### src/rtl/jtcop_prot_bridge.sv
// jtcop_prot_bridge: main-CPU side of the protection MCU shared-RAM mailbox.
// Turns 68000 bus cycles into single-cycle accesses on the RAM main port,
// generates DTACK after a programmable wait, and rings the MCU doorbell when
// the last mailbox byte (0x7ff) is written.
// Optional build macro: JTCOP_BRIDGE_TIMEOUT_EN. It adds a doorbell timeout
// that drops an unacknowledged doorbell after IRQ_TO cycles and sets a sticky
// timeout flag.
module jtcop_prot_bridge #(
    parameter int RD_WAIT   = 1,    // RAM read latency, 1..3
    parameter int DTACK_DLY = 0,    // extra cycles before DTACK, 0..7
    parameter int IRQ_TO    = 1023  // doorbell timeout, timeout build only
) (
    input  logic        clk,
    input  logic        rst_n,
    input  logic        main_cs,
    input  logic        main_rnw,
    input  logic [10:0] main_addr,
    input  logic        main_lds_n,
    input  logic [7:0]  main_dout,
    output logic [15:0] main_din,
    output logic        main_dtackn,
    output logic [10:0] ram_addr,
    output logic        ram_we,
    output logic [7:0]  ram_data,
    input  logic [7:0]  ram_q,
    output logic        mcu_irqn,
    input  logic        mcu_ack,
    output logic        busy,
    output logic        timeout
);

    typedef enum logic [2:0] {IDLE, ISSUE, RWAIT, DLY, ACK} state_t;

    localparam logic [1:0]  WAIT_N    = 2'(RD_WAIT);
    localparam logic [2:0]  DLY_N     = 3'(DTACK_DLY);
    localparam logic [10:0] BELL_ADDR = 11'h7ff;

    state_t      state_q, state_d;
    logic        cs_q, cs_d;
    logic        rnw_q, rnw_d;
    logic        lds_n_q, lds_n_d;
    logic [10:0] addr_q, addr_d;
    logic [7:0]  data_q, data_d;
    logic        we_q, we_d;
    logic [1:0]  wcnt_q, wcnt_d;
    logic [2:0]  dcnt_q, dcnt_d;
    logic [7:0]  din_q, din_d;
    logic        dtackn_q, dtackn_d;
    logic        irqn_q, irqn_d;
    logic        busy_q, busy_d;
    logic        ring;

`ifdef JTCOP_BRIDGE_TIMEOUT_EN
    localparam int TW = ($clog2(IRQ_TO + 1) > 10) ? $clog2(IRQ_TO + 1) : 10;
    localparam logic [TW-1:0] TO_LAST = TW'(IRQ_TO - 1);
    logic [TW-1:0] tcnt_q, tcnt_d;
    logic          tmo_q, tmo_d;
`endif

    // Bus-cycle FSM: start on a registered cs rise, abort whenever cs drops
    // before DTACK, and hold DTACK low until cs is released.
    always_comb begin
        state_d  = state_q;
        cs_d     = main_cs;
        rnw_d    = rnw_q;
        lds_n_d  = lds_n_q;
        addr_d   = addr_q;
        data_d   = data_q;
        we_d     = 1'b0;
        wcnt_d   = wcnt_q;
        dcnt_d   = dcnt_q;
        din_d    = din_q;
        dtackn_d = dtackn_q;
        ring     = 1'b0;
        case (state_q)
            IDLE: begin
                // Outputs are registered, so address and strobe are loaded
                // here and are on the RAM port for the whole ISSUE cycle.
                if (main_cs && !cs_q) begin
                    state_d = ISSUE;
                    rnw_d   = main_rnw;
                    lds_n_d = main_lds_n;
                    addr_d  = main_addr;
                    data_d  = main_dout;
                    we_d    = !main_rnw && !main_lds_n;
                end
            end
            ISSUE: begin
                // The strobe already went out, so the doorbell rings even if
                // the CPU abandons the cycle right here.
                ring   = !rnw_q && !lds_n_q && (addr_q == BELL_ADDR);
                wcnt_d = WAIT_N;
                dcnt_d = 3'd0;
                if (!main_cs)   state_d = IDLE;
                else if (rnw_q) state_d = RWAIT;
                else            state_d = DLY;
            end
            RWAIT: begin
                if (!main_cs) begin
                    state_d = IDLE;
                end else if (wcnt_q == 2'd1) begin
                    din_d   = ram_q;
                    state_d = DLY;
                end else begin
                    wcnt_d = wcnt_q - 2'd1;
                end
            end
            DLY: begin
                if (!main_cs) begin
                    state_d = IDLE;
                end else if (dcnt_q == DLY_N) begin
                    dtackn_d = 1'b0;
                    state_d  = ACK;
                end else begin
                    dcnt_d = dcnt_q + 3'd1;
                end
            end
            ACK: begin
                if (!main_cs) begin
                    dtackn_d = 1'b1;
                    state_d  = IDLE;
                end
            end
            default: state_d = IDLE;
        endcase
    end

    // Doorbell: a new ring beats a simultaneous ack; re-ringing while pending
    // leaves the line low without a fresh edge.
    always_comb begin
        irqn_d = irqn_q;
`ifdef JTCOP_BRIDGE_TIMEOUT_EN
        tcnt_d = tcnt_q;
        tmo_d  = tmo_q;
        if (ring) begin
            irqn_d = 1'b0;
            tcnt_d = '0;
            tmo_d  = 1'b0;
        end else if (mcu_ack) begin
            irqn_d = 1'b1;
            tcnt_d = '0;
        end else if (!irqn_q) begin
            if (tcnt_q == TO_LAST) begin
                irqn_d = 1'b1;
                tmo_d  = 1'b1;
                tcnt_d = '0;
            end else begin
                tcnt_d = tcnt_q + 1'b1;
            end
        end
`else
        if (ring)         irqn_d = 1'b0;
        else if (mcu_ack) irqn_d = 1'b1;
`endif
        busy_d = ~irqn_d;
    end

    // State and output registers; cs history resets high so a select held
    // across reset is not mistaken for a new cycle.
    always_ff @(posedge clk or negedge rst_n) begin
        if (!rst_n) begin
            state_q  <= IDLE;
            cs_q     <= 1'b1;
            rnw_q    <= 1'b1;
            lds_n_q  <= 1'b1;
            addr_q   <= 11'd0;
            data_q   <= 8'd0;
            we_q     <= 1'b0;
            wcnt_q   <= 2'd0;
            dcnt_q   <= 3'd0;
            din_q    <= 8'hff;
            dtackn_q <= 1'b1;
            irqn_q   <= 1'b1;
            busy_q   <= 1'b0;
        end else begin
            state_q  <= state_d;
            cs_q     <= cs_d;
            rnw_q    <= rnw_d;
            lds_n_q  <= lds_n_d;
            addr_q   <= addr_d;
            data_q   <= data_d;
            we_q     <= we_d;
            wcnt_q   <= wcnt_d;
            dcnt_q   <= dcnt_d;
            din_q    <= din_d;
            dtackn_q <= dtackn_d;
            irqn_q   <= irqn_d;
            busy_q   <= busy_d;
        end
    end

`ifdef JTCOP_BRIDGE_TIMEOUT_EN
    // Doorbell timeout counter and sticky flag.
    always_ff @(posedge clk or negedge rst_n) begin
        if (!rst_n) begin
            tcnt_q <= '0;
            tmo_q  <= 1'b0;
        end else begin
            tcnt_q <= tcnt_d;
            tmo_q  <= tmo_d;
        end
    end
    assign timeout = tmo_q;
`else
    assign timeout = 1'b0;
`endif

    assign main_din    = {8'hff, din_q};
    assign main_dtackn = dtackn_q;
    assign ram_addr    = addr_q;
    assign ram_we      = we_q;
    assign ram_data    = data_q;
    assign mcu_irqn    = irqn_q;
    assign busy        = busy_q;

endmodule
### config.mk
export PLATFORM = sky130hd
export DESIGN_NAME = jtcop_prot_bridge
export DESIGN_NICKNAME = d
export VERILOG_FILES = /design/src/rtl/jtcop_prot_bridge.sv
export SDC_FILE = /design/constraint.sdc
export NUM_CORES = 1
export LEC_CHECK = 0
export BUFFER_PORTS_ARGS = -buffer_cell sky130_fd_sc_hd__buf_2
export CELL_PAD_IN_SITES_DETAIL_PLACEMENT = 1
export CELL_PAD_IN_SITES_GLOBAL_PLACEMENT = 1
export CORE_MARGIN = 10
export CORE_UTILIZATION = 40
export DETAILED_ROUTE_END_ITERATION = 12
export PLACE_DENSITY = 0.82
export SYNTH_ARGS = -nofsm -noshare
export SYNTH_HDL_FRONTEND = slang
export SYNTH_SLANG_ARGS = --single-unit
### constraint.sdc
create_clock -name clk -period 3.3 [get_ports clk]
set_clock_uncertainty 0.05 [all_clocks]
set_input_delay 0.33 -clock clk [delete_from_list [all_inputs] [get_ports clk]]
set_output_delay 0.33 -clock clk [all_outputs]
set_load 0.02 [all_outputs]
# Word-level counts from Yosys, hierarchy flattened
# Cells that the tools add are included.
dict set report op_classes {
  add_sub_neg 2
  n_eq_ne 15
  mux 24
  n_bitwise 1
  n_reduce_logical 20
}
# op n
set ops {}
lappend ops {{$mux W3} 8}
lappend ops {{$pmux W3 S5} 1}
lappend ops {{$ne A2 B2 Y1 const B} 7}
lappend ops {{$eq A11 B11 Y1 const B} 1}
lappend ops {{$mux W1} 9}
lappend ops {{$reduce_and A3 Y1} 3}
lappend ops {{$reduce_and A4 Y1} 2}
lappend ops {{$eq A3 B2 Y1 const B} 2}
lappend ops {{$logic_not A3 Y1} 2}
lappend ops {{$mux W2} 3}
lappend ops {{$ne A3 B3 Y1 const B} 2}
lappend ops {{$pmux W3 S2} 1}
lappend ops {{$reduce_bool A2 Y1} 3}
lappend ops {{$logic_not A1 Y1} 5}
lappend ops {{$logic_and A1 B1 Y1} 4}
lappend ops {{$pmux W2 S2} 1}
lappend ops {{$add A3 B1 Y3 const B} 1}
lappend ops {{$eq A3 B1 Y1 const B} 1}
lappend ops {{$eq A3 B3 Y1 const B} 1}
lappend ops {{$eq A2 B1 Y1 const B} 1}
lappend ops {{$pmux W1 S2} 1}
lappend ops {{$reduce_and A2 Y1} 1}
lappend ops {{$sub A2 B1 Y2 const B} 1}
lappend ops {{$not A1 Y1} 1}
dict set report word_totals {
  reg_bits 42
  input_bits 33
  out_inout_bits 40
  wordCells 75
}

# Depth between registers and ports, before layout
# Gate-level depths: netlist of the first run.
dict set report depth {
  depth_word 6
  mapped_depth 6
  depth_no_buf 6
}

# Least setup slack after synthesis of the first run
# Ideal clock, no wire load.
dict set report synth_path {
  path_kind {reg2reg}
  start {register state_q[2]}
  end {register addr_q[10] (netlist: ram_addr[10])}
  setup_ns 0.125
  t_arrival_ns 1.458
  required_time_ns 3.125
  path_slack_ns 1.667
  stages_incl_launch_ff 6
  path_buffers 2
  period_less_slack_ns 1.633
  path_cell_list {dfrtp_1 -> buf_4 -> nor2b_4 -> nor4b_4 -> buf_6 -> mux2_2}
}
dict set report synth_via {
  elab_chain_len 2
}
# element line
set synth_rtl {}
lappend synth_rtl {{start, declared} 38} ;# state_t state_q, state_d;
lappend synth_rtl {{start signal, assigned} 176} ;# state_q <= state_d;
lappend synth_rtl {{$logic_not A3 Y1} 75} ;# case (state_q)
lappend synth_rtl {{$reduce_and A2 Y1 (no source line)} --}
lappend synth_rtl {{end signal, assigned} 180} ;# addr_q <= addr_d;
lappend synth_rtl {{end, declared} 42} ;# logic [10:0] addr_q, addr_d;
# Every way passes these cells.
# A chain may end at the register's enable or synchronous reset.

# Worst setup path in the final report of the first run
dict set report layout_path {
  start {register state_q[2]}
  end {register addr_q[7] (netlist: ram_addr[7])}
}
# The elaborated chain is that of the path after synthesis.

==> results of run 1 <==
[worst reg2reg max path, delay by kind of cell, from the launching register on]
family / cells / cell delay [ns]
muxes: 1 / 0.39
DFF: 1 / 0.50
buffers and inverters: 1 / 0.32
and+or+nand+nor: 2 / 0.42
[cell usage after synthesis, types with 3 or more instances]
library cell | instances | area (µm²)
sky130_fd_sc_hd__a21oi_1 | 5 | 25.0
sky130_fd_sc_hd__inv_1 | 9 | 33.8
sky130_fd_sc_hd__nand2_1 | 4 | 15.0
sky130_fd_sc_hd__ha_1 | 3 | 37.5
sky130_fd_sc_hd__mux2_2 | 29 | 327
sky130_fd_sc_hd__dfrtp_1 | 29 | 726
sky130_fd_sc_hd__buf_4 | 10 | 75.1
sky130_fd_sc_hd__dfstp_2 | 13 | 342
sky130_fd_sc_hd__nor2_1 | 5 | 18.8
sky130_fd_sc_hd__a22o_1 | 3 | 26.3
[logic make-up after synthesis]
kind of cell	after synthesis
buffers and inverters	23
adder cells (fa/ha/maj)	3
other	2
AO/OA/AOI/OAI	21
multiplexers	30
flip-flops	42
AND/OR/NAND/NOR	24
[through the flow]
stage          area (µm²)  total power [mW]  hold WS, ns  setup slack, ns
2_1_floorplan        1940              1.50      -0.0156             1.67
4_1_cts              2320              2.15        0.133             1.49
3_5_place_dp         2220              1.79        0.433             1.48
5_1_grt              2320              2.26        0.137             1.40
3_3_place_gp         2220              1.76        0.427             1.54
6_report             2320              2.11        0.103             1.52
[routing by layer]
layer	share of wire (%)	vias up	GRT usage, %
li1	-	622	-
met1	39	671	14.4
met2	51	43	20.7
met3	8.8	5	5.74
met4	1.2	0	6.36
met5	0	-	0
[power by group through the flow]
stage	logic [mW]	clock network [mW]	registers [mW]
floorplan	0.394	0	1.10
global placement	0.833	0	0.924
detailed placement	0.856	0	0.938
CTS	0.859	0.358	0.929
global route	0.917	0.379	0.966
finish	0.840	0.349	0.926
[layout make-up]
| type | count | area share [%] |
|---|---|---|
| Clock buffer | 7 | 3.73 |
| Timing Repair Buffer | 64 | 13.9 |
| Clock inverter | 1 | 0.216 |
| Sequential cell | 42 | 46.1 |
| Multi-Input combinational cell | 87 | 31.7 |
| Tap cell | 54 | 2.92 |
| Inverter | 9 | 1.46 |
[worst paths after layout]
| check | from | end | slack [ns] | depth (start not counted) |
|---|---|---|---|---|
| setup / recovery | state_q[2] | ram_addr[7] | 1.52 | 4 |
| hold / removal | rst_n | state_q[0] | 0.10 | 1 |
| setup reg to reg | state_q[2] | ram_addr[7] | 1.52 | 4 |
| hold reg to reg | ram_data[6] | ram_data[6] | 0.45 | 1 |
| max in group asynchronous | rst_n | dcnt_q[0] | 2.53 | 1 |
| min in group clk | main_cs | cs_q | 0.14 | 1 |
[flip-flops by register name, indices dropped and copies added (netlist names), 2 cells and up]
register / flops
dcnt_q: 3
din_q: 8
ram_addr: 11
ram_data: 8
state_q: 3
wcnt_q: 2
==> run metrics, run 1 <==
Net count, final=~250; final-layout fill cell count=between 500 and 600; area of the multi-input gates=733 µm²; Slew Limit Fails=0; Vias per Instance=between 5 and 6; highest ir drop seen on vdd=~0.0004 V; post-detailed-route wirelength per cell=about 18 µm; required time of the critical path=3.44 ns; FFs w/ async S/R, synth=100%; CTS Root Cell=sky130_fd_sc_hd__clkbuf_8; portion of total power attributed to combinational logic=about 40%; die area=~8000 µm²; highest attainable clock frequency=between 0.5 and 0.6 GHz; Finish-stage setup viols=0; All-Layer GR Usage=12.9%; DRC violation count after routing=0; vias after detailed routing=about 1300; dominant combinational cell family by area after synthesis=multiplexers; clock tree from TritonCTS=built; CP Cell Sequence=nor2b_4 > nor4b_4 > buf_4 > mux2_2; Area growth, synth to finish=20.9%; maximum number of pins on one net before global-route repair=between 40 and 50; most common cell after layout, fill and taps aside=sky130_fd_sc_hd__buf_2; Longest Clk Path Bufs=2; register area share after synthesis=about 56%; count of yosys warnings during synthesis=0; placeable core area=roughly 4700 µm²; worst hold-check path type=primary input to async pin; switching share of power=38.9%; length of the first detailed-routing pass in iterations=4; share of power burned in registers=between 40% and 50%; setup TNS after final layout=0 ns; Synth Instances=~150; endpoint type of the worst setup path=flop; number of rows created at floorplan=25; fraction of layout instances using a drive strength above 1=between 50% and 60%; HPWL after DPL=between 3 and 4 mm; PwrDens=913 nW/µm²; Clk pwr share=between 15 and 20%; Initial Util=between 40% and 50%; final estimated routing congestion in global placement=about 0.76; Post-Synth XOR/XNOR Area=0%; buffer and inverter count on the worst path=1; CP max-delay cell=sky130_fd_sc_hd__dfrtp_1; actual slew at the worst max-slew pin=between 0.9 and 1 ns; PostCTS Resize Cnt=0; Routed Wire Length=around 4.8 mm; GRT overflow=0; unrepaired setup endpoints after global routing=no; Synth Area in Simple Gates=a little under 9%; top library cells by usage in the layout, fill and taps aside=63 x sky130_fd_sc_hd__buf_2, 29 x sky130_fd_sc_hd__mux2_2, 29 x sky130_fd_sc_hd__dfrtp_1; final antenna diode count=0; number of max-cap violations=0; minimum clock period after layout=roughly 1.8 ns; Sinks on Clock Net=42; deepest level of the CTS H-tree=2; post-synthesis instance area=roughly 1900 µm²; synth unique cells=38; Post-synth EDFFs=0; final number of hold-violating endpoints=0; DR iter-0 viols=slightly above 40; residual antenna-violating net count after detailed routing=0; die outline height=between 80 and 90 µm; count of boundary I/O pins=73; clock buffer count from CTS=5; share of synthesized cell area in full adder, half adder and majority cells=under 10%; number of antenna violations at the first check in global routing=0; kind of cell adding the most delay to the critical path=flip-flops; number of buffers inserted to repair setup after CTS=0; total leakage power=between 1 and 1.5 nW; compound-cell area share of the yosys netlist=between 7 and 8%; CP max stage delay=around 0.5 ns; dpl cells=256; # hold bufs at CTS=0; die outline width=~89 µm; primary flip-flop cell chosen by synthesis mapping=sky130_fd_sc_hd__dfrtp_1; Clock Pin Slew Worst Setup and Hold Paths=0.09 ns; number of register bits inferred by synthesis=42; CP arrival=between 1.5 and 2 ns; number of port buffers=63; highest fanout seen on the critical path=22; multiplexer share of the synthesized area=roughly 18%; share of the cycle needed by the critical path after routing=between 50% and 60%; via count of the first global-routing pass=about 1600; flip-flop and latch area=1070 µm²; max_slew headroom=39.9%; wire length of the first global-routing pass=~7.9 mm; internal portion of total power=around 1.3 mW; Worst setup SP type=flop; Core Util, Final=between 40% and 50%; result of the run=finished clean; mean post-synth cell area=between 10 and 15 µm²; clock insertion delay at the later pin of the skew report=about 0.3 ns; Net Sw Power=slightly above 800 µW; filler-free cell count of the finished design=roughly 260; crit path kind=flop to flop
Power figures use the tool's default switching activity.
==> inputs of run 2 (changes only) <==
- CORE_UTILIZATION: 40 -> 34
- PLACE_DENSITY: 0.82 -> 0.74
- clock period: 3.3 -> 1.45 ns (I/O delays scaled with it)
==> run metrics, run 2 (synthesized netlist as in run 1, its figures left out) <==
Finished Cell Area=around 2800 µm²; length of the first detailed-routing pass in iterations=4; clock insertion delay at the later pin of the skew report=roughly 0.30 ns; HPWL after DPL=~4.2 mm; endpoint type of the worst setup path=flop; total leakage power=1.35 nW; residual antenna-violating net count after detailed routing=0; Routed Wire Length=5.99 mm; die area=9040 µm²; Initial Util=between 30% and 40%; top library cells by usage in the layout, fill and taps aside=63 x sky130_fd_sc_hd__buf_2, 29 x sky130_fd_sc_hd__dfrtp_1, 24 x sky130_fd_sc_hd__buf_4; Longest Clk Path Bufs=2; highest attainable clock frequency=~0.62 GHz; DR iter-0 viols=43; deepest level of the CTS H-tree=2; highest fanout seen on the critical path=4; highest ir drop seen on vdd=roughly 0.0011 V; count of boundary I/O pins=73; crit path kind=flop to flop; maximum number of pins on one net before global-route repair=43; Slew Limit Fails=0; share of the cycle needed by the critical path after routing=112%; wire length of the first global-routing pass=between 9 and 10 mm; number of rows created at floorplan=27; minimum clock period after layout=about 1.6 ns; Worst setup SP type=flop; number of port buffers=63; vias after detailed routing=around 1500; flip-flop count of the largest register, all copies and words added=11; number of antenna violations at the first check in global routing=0; dpl cells=296; Vias per Instance=4.74; post-placement setup slack=-0.106 ns; number of max-cap violations=0; violations in the final reports=negative setup slack; most common cell after layout, fill and taps aside=sky130_fd_sc_hd__buf_2; final number of hold-violating endpoints=0; result of the run=finished, violations left; final worst-path setup slack=-0.168 ns; CP Cell Sequence=nor2b_4 > nor4b_4 > buf_4 > buf_6 > mux2_4; Net count, final=about 280; area of the multi-input gates=913 µm²; Finish-stage setup viols=27; total power consumption of the routed design=between 5 and 6 mW; final-layout fill cell count=approximately 600; CTS Root Cell=sky130_fd_sc_hd__clkbuf_8; via count of the first global-routing pass=between 1500 and 2000; worst hold-check path type=primary input to flop; All-Layer GR Usage=between 10% and 20%; unrepaired setup endpoints after global routing=yes; CP max-delay cell=sky130_fd_sc_hd__dfrtp_1; clock tree from TritonCTS=built; clock buffer count from CTS=5; DRC violation count after routing=0; required time of the critical path=around 1.6 ns; CP arrival=around 1.8 ns; Clock Pin Slew Worst Setup and Hold Paths=0.08 ns; Sinks on Clock Net=42; final antenna diode count=0; DP Area=2480 µm²; filler-free cell count of the finished design=315; kind of cell adding the most delay to the critical path=flip-flops; worst hold slack across all endpoints=roughly 0.02 ns; flip-flop and latch area=approximately 1100 µm²; CP max stage delay=approximately 0.42 ns; die outline height=approximately 95 µm; setup TNS after final layout=-3.33 ns; Core Util, Final=a little over half; GRT overflow=0; final estimated routing congestion in global placement=slightly below 0.8; fraction of layout instances using a drive strength above 1=between 60% and 70%; PwrDens=a little under 2000 nW/µm²; post-detailed-route wirelength per cell=19.0 µm; Area growth, synth to finish=48.6%; die outline width=95.1 µm; buffer and inverter count on the worst path=2; placeable core area=5470 µm²
## run 2: cell count changes in the layout (fill, tap and decap cells not counted), sizes merged
cell,before,now
dlygate4sd3,0,4
clkinv,1,2
clkbuf,7,6
buf,64,93
## run 2: path summary, 6_finish.rpt
check / from / end / slack (ns) / depth (start not counted)
min in group asynchronous: rst_n / busy / 0.30 / 3
hold reg to reg: main_dtackn / main_dtackn / 0.46 / 2
setup / recovery: state_q[2] / ram_addr[4] / -0.17 / 5
max in group asynchronous: rst_n / din_q[5] / 0.78 / 3
setup reg to reg: state_q[2] / ram_addr[4] / -0.17 / 5
hold / removal: main_addr[10] / ram_addr[10] / 0.02 / 2
## run 2: final cells by class
| class | instances | share of cell area [%] |
|---|---|---|
| Clock buffer | 6 | 2.55 |
| Timing Repair Buffer | 97 | 22.9 |
| Sequential cell | 42 | 37.5 |
| Clock inverter | 2 | 0.484 |
| Multi-Input combinational cell | 87 | 32.1 |
| Tap cell | 72 | 3.16 |
| Inverter | 9 | 1.27 |
## run 2: worst reg2reg max path, stage by stage, from the launching register on
cell and delay, ns:
sky130_fd_sc_hd__dfrtp_1 0.42, sky130_fd_sc_hd__nor2b_4 0.13, sky130_fd_sc_hd__nor4b_4 0.25, sky130_fd_sc_hd__buf_4 0.22, sky130_fd_sc_hd__buf_6 0.14, sky130_fd_sc_hd__mux2_4 0.30
## run 2: per-layer routing
layer / vias up / wire (µm) / global-route usage, %
met5: - / 0 / 0
met4: 0 / 99 / 4.74
met3: 9 / 424 / 4.87
met2: 48 / 3190 / 24.3
met1: 753 / 2270 / 14.4
li1: 684 / - / -
## run 2: report_power, final
group          leakage, nW  switching (mW)  internal [mW]
Combinational        0.813            1.41           1.34
Clock               0.0452           0.422          0.340
Sequential           0.493           0.324           1.74
## run 2: what timing repair did
action | in CTS | in global routing
hold buffers | 4 | 0
buffers inserted | 3 | 1
cloned | 3 | 0
resized for setup | 24 | 15
pin swaps | 1 | 2
endpoints found under the hold margin | 32 | 0
endpoints found under the setup margin | 28 | 40
